--- config.mk ---
export PLATFORM = sky130hd
export DESIGN_NAME = lock_supervisor
export DESIGN_NICKNAME = d
export VERILOG_FILES = /design/src/rtl/lock_supervisor.sv
export SDC_FILE = /design/constraint.sdc
export NUM_CORES = 1
export LEC_CHECK = 0
export ABC_AREA = 1
export BUFFER_PORTS_ARGS = -buffer_cell sky130_fd_sc_hd__buf_2
export CAP_MARGIN = 5
export CORE_ASPECT_RATIO = 0.5
export CORE_MARGIN = 1.5
export CORE_UTILIZATION = 52
export DETAILED_ROUTE_END_ITERATION = 8
export PLACE_DENSITY_LB_ADDON = 0.12
export SLEW_MARGIN = 25
export SYNTH_ARGS = -nofsm -noshare
export SYNTH_HDL_FRONTEND = slang
export SYNTH_SLANG_ARGS = --single-unit
--- constraint.sdc ---
create_clock -name clk -period 1.54 [get_ports clk]
set_clock_uncertainty 0.15 [all_clocks]
set_input_delay 0.308 -clock clk [delete_from_list [all_inputs] [get_ports clk]]
set_output_delay 0.308 -clock clk [all_outputs]
set_load 0.005 [all_outputs]
--- src/rtl/lock_supervisor.sv ---
// Attempt-based push-button code lock: buffers CODE_LEN digits, compares, times the unlock window and lockout.
// Define LOCK_SUPERVISOR_TIMEOUT_EN to abandon an entry after ENTRY_TIMEOUT idle cycles.
module lock_supervisor #(
  parameter int unsigned         CODE_LEN       = 5,
  parameter logic [CODE_LEN-1:0] CODE           = 5'b01011,
  parameter int unsigned         MAX_FAILS      = 3,
  parameter int unsigned         UNLOCK_CYCLES  = 500,
  parameter int unsigned         LOCKOUT_CYCLES = 1000,
  parameter int unsigned         ENTRY_TIMEOUT  = 2000
) (
  input  logic       clk,
  input  logic       reset_in,
  input  logic       b0,
  input  logic       b1,
  output logic       unlocked,
  output logic       lockout,
  output logic       fail_pulse,
  output logic [3:0] digit_count,
  output logic [3:0] fail_count,
  output logic [3:0] hex_display
);

  localparam int unsigned MAX_A = (UNLOCK_CYCLES > LOCKOUT_CYCLES) ? UNLOCK_CYCLES : LOCKOUT_CYCLES;
  localparam int unsigned MAX_T = (MAX_A > ENTRY_TIMEOUT) ? MAX_A : ENTRY_TIMEOUT;
  localparam int unsigned TW    = (MAX_T > 1) ? $clog2(MAX_T) : 1;

  typedef enum logic [2:0] {
    IDLE    = 3'd0,
    ENTRY   = 3'd1,
    CHECK   = 3'd2,
    OPEN    = 3'd3,
    LOCKOUT = 3'd4
  } state_e;

  state_e              state_q, state_d;
  logic [CODE_LEN-1:0] entry_q, entry_d;
  logic [3:0]          digit_cnt_q, digit_cnt_d;
  logic [3:0]          fail_cnt_q, fail_cnt_d;
  logic [TW-1:0]       timer_q, timer_d;
  logic                fail_pulse_q, fail_pulse_d;

  logic                press;
  logic                digit;
  logic [CODE_LEN-1:0] entry_shift;
  logic [3:0]          digit_inc;
  logic [3:0]          fail_next;

  // b0 wins a simultaneous press, so the digit is 1 only when b1 is pressed alone
  assign press       = b0 | b1;
  assign digit       = ~b0;
  assign entry_shift = (entry_q << 1) | CODE_LEN'(digit);
  assign digit_inc   = digit_cnt_q + 4'd1;
  assign fail_next   = (fail_cnt_q < 4'(MAX_FAILS)) ? fail_cnt_q + 4'd1 : fail_cnt_q;

  always_comb begin
    state_d      = state_q;
    entry_d      = entry_q;
    digit_cnt_d  = digit_cnt_q;
    fail_cnt_d   = fail_cnt_q;
    timer_d      = timer_q;
    fail_pulse_d = 1'b0;
    case (state_q)
      IDLE: begin
        if (press) begin
          entry_d     = entry_shift;
          digit_cnt_d = 4'd1;
          state_d     = (CODE_LEN == 1) ? CHECK : ENTRY;
`ifdef LOCK_SUPERVISOR_TIMEOUT_EN
          timer_d     = TW'(ENTRY_TIMEOUT - 1);
`endif
        end
      end
      ENTRY: begin
        if (press) begin
          entry_d     = entry_shift;
          digit_cnt_d = digit_inc;
          if (digit_inc == 4'(CODE_LEN)) state_d = CHECK;
`ifdef LOCK_SUPERVISOR_TIMEOUT_EN
          timer_d     = TW'(ENTRY_TIMEOUT - 1);
        end else if (timer_q == '0) begin
          state_d     = IDLE;
          entry_d     = '0;
          digit_cnt_d = '0;
        end else begin
          timer_d     = timer_q - TW'(1);
`endif
        end
      end
      CHECK: begin
        entry_d     = '0;
        digit_cnt_d = '0;
        if (entry_q == CODE) begin
          state_d    = OPEN;
          fail_cnt_d = '0;
          timer_d    = TW'(UNLOCK_CYCLES - 1);
        end else begin
          fail_pulse_d = 1'b1;
          fail_cnt_d   = fail_next;
          if (fail_next == 4'(MAX_FAILS)) begin
            state_d = LOCKOUT;
            timer_d = TW'(LOCKOUT_CYCLES - 1);
          end else begin
            state_d = IDLE;
          end
        end
      end
      OPEN: begin
        if (timer_q == '0) state_d = IDLE;
        else               timer_d = timer_q - TW'(1);
      end
      LOCKOUT: begin
        if (timer_q == '0) begin
          state_d    = IDLE;
          fail_cnt_d = '0;
        end else begin
          timer_d    = timer_q - TW'(1);
        end
      end
      default: begin
        state_d     = IDLE;
        entry_d     = '0;
        digit_cnt_d = '0;
      end
    endcase
  end

  always_ff @(posedge clk) begin
    if (reset_in) begin
      state_q      <= IDLE;
      entry_q      <= '0;
      digit_cnt_q  <= '0;
      fail_cnt_q   <= '0;
      timer_q      <= '0;
      fail_pulse_q <= 1'b0;
    end else begin
      state_q      <= state_d;
      entry_q      <= entry_d;
      digit_cnt_q  <= digit_cnt_d;
      fail_cnt_q   <= fail_cnt_d;
      timer_q      <= timer_d;
      fail_pulse_q <= fail_pulse_d;
    end
  end

  assign unlocked    = (state_q == OPEN);
  assign lockout     = (state_q == LOCKOUT);
  assign fail_pulse  = fail_pulse_q;
  assign digit_count = digit_cnt_q;
  assign fail_count  = fail_cnt_q;
  assign hex_display = {1'b0, state_q};

endmodule

==> results.env <==
RESULT_OF_THE_RUN='finished, violations left'
FAILING_CHECKS='setup timing'
CTS_BUFFERS=3
HOLDPATHEND='entry_q[0]$_SDFFE_PP0P_'
SYNTH_AREA_LEADER_CELL='dfxtp_1'
COMBINATIONAL_FAMILY_WITH_THE_MOST_AREA_AFTER_SYNTHESIS='simple AND/OR/NAND/NOR gates'
TIMING.REG2REG.SETUP_SLACK_PS=-110
SYNTH_ADDER_AREA_SHARE=0.0362
MAPPEDNETLISTAREA_SQ_MM=0.00173
CP_SLOWEST_CELL='dfxtp_2'
TIMING.CRITICAL_PATH.REQUIRED_PS=1610
POST_SYNTH_INST_COUNT=255
CRITICAL_PATH.MAX_STAGE_DELAY_PS=360
ROUTEDWLPERCELL_UM=14.4
YS_TYPES=33
CLKTRANSATPATHREGS_PS=100
CRITICAL_PATH.MAX_FANOUT=2
GRT_START_MAX_NET_PINS=21
REG2REGPATHDEPTH=9
STATIC-LEAKAGE-POWER_nW=1.13
DRC_ERRORS=0
GRT_SETUP_UNREPAIRED='true'
MUX_SHARE_OF_POST_SYNTHESIS_CELL_AREA=0
CP_COMMON_CELL='nand3_2'
CRIT-REG2REG-LAUNCH='fail_count[1]$_SDFFE_PP0P_'
FINALNETCOUNT=318
IRDROPWORSTVDD_V=0.00137
DETAIL_ROUTE.ITER0.VIOLATIONS=94
SYNTH_COMPOUND_GATE_AREA_SHARE=0.122
HOLD_WS_PS=157
WORST-SETUP-PATH-TYPE='register to register'
CRITICAL_PATH.REG2REG.ENDPOINT='timer_q[10]$_SDFFE_PP0P_'
DRT_FIRST_PASS_ITERS=4
SYNTH_WARNINGS=0
TIMING.SETUP.TNS_PS=-745
GRT_PASS1_WL_UM=7340
DETAILEDPLACE.WORSTSLACK_PS=-115
DIE_AREA_SQ_MM=0.00370
HOLD_PATH_DEPTH=4
GRT_OVERFLOW_TOTAL=0
FMAX_MHz=607
POSTROUTEWIRELENGTH_UM=5000
SYNTHSIMPLEGATEAREAFRAC=0.396
CLK_LATENCY_PS=280
WORST_SETUP_PATH_STARTPOINT='fail_count[1]$_SDFFE_PP0P_'
DRT.ANTENNA.VIOLATING_NETS=0
TRACK_USAGE=0.254
CLOCK_SINK_COUNT=28
POST_SYNTH_MAIN_AREA_CONTRIBUTORS='dfxtp_1 32%, nand2_1 13%, nand3_1 9.9%, a21oi_1 6.4%, nor2_1 5.9%'
WORST_EP_ARRIVAL_PS=1720
CLOCK_TREE.ROOT_CELL='clkbuf_8'
CP_TOP_FAMILY='simple AND/OR/NAND/NOR gates'
FINALMAXSLEWVIOLATIONS=0
ROWS=14
SYNTH_TOP_AREA_SHARE=0.325
POST_ROUTE_WORST_SETUP_SLACK_PS=-108
FINAL_POWER_mW=5.52
YOSYS.AREA_SHARE.XOR_XNOR=0.0203
START_KIND='register'
PERIOD_NEEDED_PS=1650
FIRST_GLOBAL_VIAS=1611
TRITONCTS='built'
DIE_WIDTH_UM=84.5
HOLD_START='b0'
PLACEABLECOREAREA_SQ_MM=0.00308
ANTENNA_CELLS=0
SYNTHESIZED_AREA_DIVIDED_BY_SYNTHESIZED_CELL_COUNT_SQ_UM=6.77
SYNTH.YOSYS.SEQ_AREA_SHARE=0.325
CRITICAL_PATH.ENDPOINT_TYPE='register'
PLACE.GP.CONGESTION=0.852
SYNTH.FF_LATCH_COUNT=28
CTS_MAX_PATH_BUFFERS=2
CELL_BY_CELL_LISTING_OF_THE_CRITICAL_PATH='ha_4, inv_2, nand3_2, nand3_2, nor2_4, nor2_1, nor2_2, nand2_1, a21oi_2'
FLOORPLAN.DIE.HEIGHT_UM=43.7
MIN_PERIOD_OVER_PERIOD=1.07
LAYOUT-DRIVE-GT1-SHARE=0.448
MAX_CAPACITANCE_VIOLATION_TOTAL=0
SYNTH_NET_COUNT=264
INITIAL_CELL_DENSITY_OF_THE_CORE=0.560
HTREE_NUM_LEVELS=1
POST-ROUTE-UTIL=0.807
NUM_IO_PINS=19
INITIAL_ANTENNA_VIOLATION_COUNT=0
AREA_GROWTH_PCT=44.1
ROUTED-VIA-COUNT=1873
FINAL_HOLD_VIOL_COUNT=0
DETAIL_ROUTE.VIAS_PER_CELL=5.38
HPWLAFTERDP_UM=2950
SETUP_VIOL=15
BUFFERS_PLUS_INVERTERS_ON_THE_WORST_SETUP_PATH=1
HOLD_PATH_CLASS='input pin to register'
POWER_PER_CELL_AREA_mW_PER_MM2=2220
PORTBUFFERS=17
==> registers in the layout, indices dropped and copies added, names as in the netlist <==
| signal | flops |
|---|---|
| fail_pulse | 1 |
| entry_q | 5 |
| timer_q | 11 |
| state_q | 3 |
| digit_count | 4 |
| fail_count | 4 |
==> through the flow <==
| stage | cells | instance area, sq um |
|---|---|---|
| 3_5_place_dp | 333 | 2060 |
| 6_report | 348 | 2490 |
| 2_1_floorplan | 255 | 1750 |
| 3_3_place_gp | 333 | 2060 |
| 4_1_cts | 344 | 2320 |
| 5_1_grt | 348 | 2490 |
==> cells in the mapped netlist <==
| master | instances |
|---|---|
| nor2_4 | 1 |
| nor2_2 | 3 |
| nor2_8 | 2 |
| ha_1 | 5 |
| nand2_2 | 4 |
| inv_2 | 7 |
| clkbuf_1 | 2 |
| nand3_4 | 1 |
| buf_8 | 1 |
| dfxtp_1 | 28 |
| xnor2_1 | 1 |
| inv_1 | 26 |
| nand2_4 | 3 |
| o211ai_1 | 1 |
| conb_1 | 1 |
| o21a_1 | 1 |
| a21oi_1 | 22 |
| nor2_1 | 27 |
| inv_4 | 1 |
| o21ai_2 | 1 |
| nor3_1 | 3 |
| o22ai_1 | 1 |
| a21oi_2 | 2 |
| a211oi_1 | 1 |
| nand3_1 | 34 |
| o21ai_0 | 8 |
| or2_0 | 2 |
| o21ai_1 | 1 |
| nand3_2 | 2 |
| xor2_1 | 3 |
| buf_6 | 1 |
| buf_4 | 1 |
| nand2_1 | 58 |
==> layer usage <==
metal | vias up | part of all wire | GRT usage
met2 | 63 | 0.50 | 0.457
met5 | - | 0 | 0
li1 | 929 | - | -
met3 | 8 | 0.051 | 0.0590
met4 | 0 | 0.0092 | 0.0516
met1 | 873 | 0.44 | 0.320
==> worst max-delay path by stage <==
stage,end,slack (ps),cells after the start
6_report,timer_q[10]$_SDFFE_PP0P_,-110,9
5_1_grt,fail_count[0]$_SDFFE_PP0P_,-150,8
4_1_cts,timer_q[5]$_SDFFE_PP0P_,-50,8
3_5_place_dp,timer_q[5]$_SDFFE_PP0P_,-110,10
3_3_place_gp,timer_q[2]$_SDFFE_PP0P_,-40,9
2_1_floorplan,timer_q[1]$_SDFFE_PP0P_,1,12
==> worst register-to-register path: stages, from the launching register on <==
cell	delay (ps)
dfxtp_2	360
ha_4	280
inv_2	30
nand3_2	60
nand3_2	90
nor2_4	140
nor2_1	80
nor2_2	150
nand2_1	110
a21oi_2	140
==> cell usage in the layout, fill, tap and decap left out, types with 3 or more instances in the layout <==
| master | n |
|---|---|
| nand2_2 | 13 |
| inv_1 | 21 |
| a21oi_1 | 17 |
| inv_4 | 6 |
| dfxtp_1 | 18 |
| nand3_2 | 10 |
| nand3_1 | 22 |
| nand2_8 | 3 |
| inv_2 | 7 |
| ha_1 | 3 |
| clkbuf_8 | 4 |
| nand2_1 | 46 |
| nor2_4 | 3 |
| a21oi_2 | 6 |
| nor2_1 | 22 |
| buf_2 | 16 |
| nor2_2 | 6 |
| xor2_1 | 3 |
| nand2_4 | 4 |
| nand3_4 | 5 |
| dfxtp_2 | 8 |
| o21ai_0 | 8 |
| buf_4 | 32 |
==> logic make-up (layout without fill, tap and decap cells) <==
logic type | after synthesis | count (layout)
compound gates | 38 | 38
xor+xnor | 4 | 4
fa+ha+maj | 5 | 5
buf+inv | 39 | 91
flops | 28 | 28
other cells | 1 | 1
simple gates | 140 | 141
==> layout make-up <==
cell class / instances / area, sq um
Clock buffer: 4 / 55.1
Fill cell: 193 / 594
Tap cell: 40 / 50.0
Timing Repair Buffer: 53 / 398
Inverter: 34 / 143
Sequential cell: 28 / 578
Multi-Input combinational cell: 189 / 1260
==> power breakdown <==
group          internal [mW]  switching (mW)  total [mW]  leakage (nW)
Clock                  0.230           0.251       0.481        0.0288
Sequential             0.962           0.251        1.21         0.233
Combinational           1.62            2.21        3.83         0.867
==> what timing repair did <==
| item | in CTS | in global routing |
|---|---|---|
| cloned | 1 | 0 |
| endpoints found under the setup margin | 26 | 28 |
| buffers inserted | 6 | 4 |
| hold buffers | 0 | 0 |
| pin swaps | 16 | 15 |
| gates resized for setup | 40 | 33 |
No activity file was read; power rests on OpenSTA's default activity.
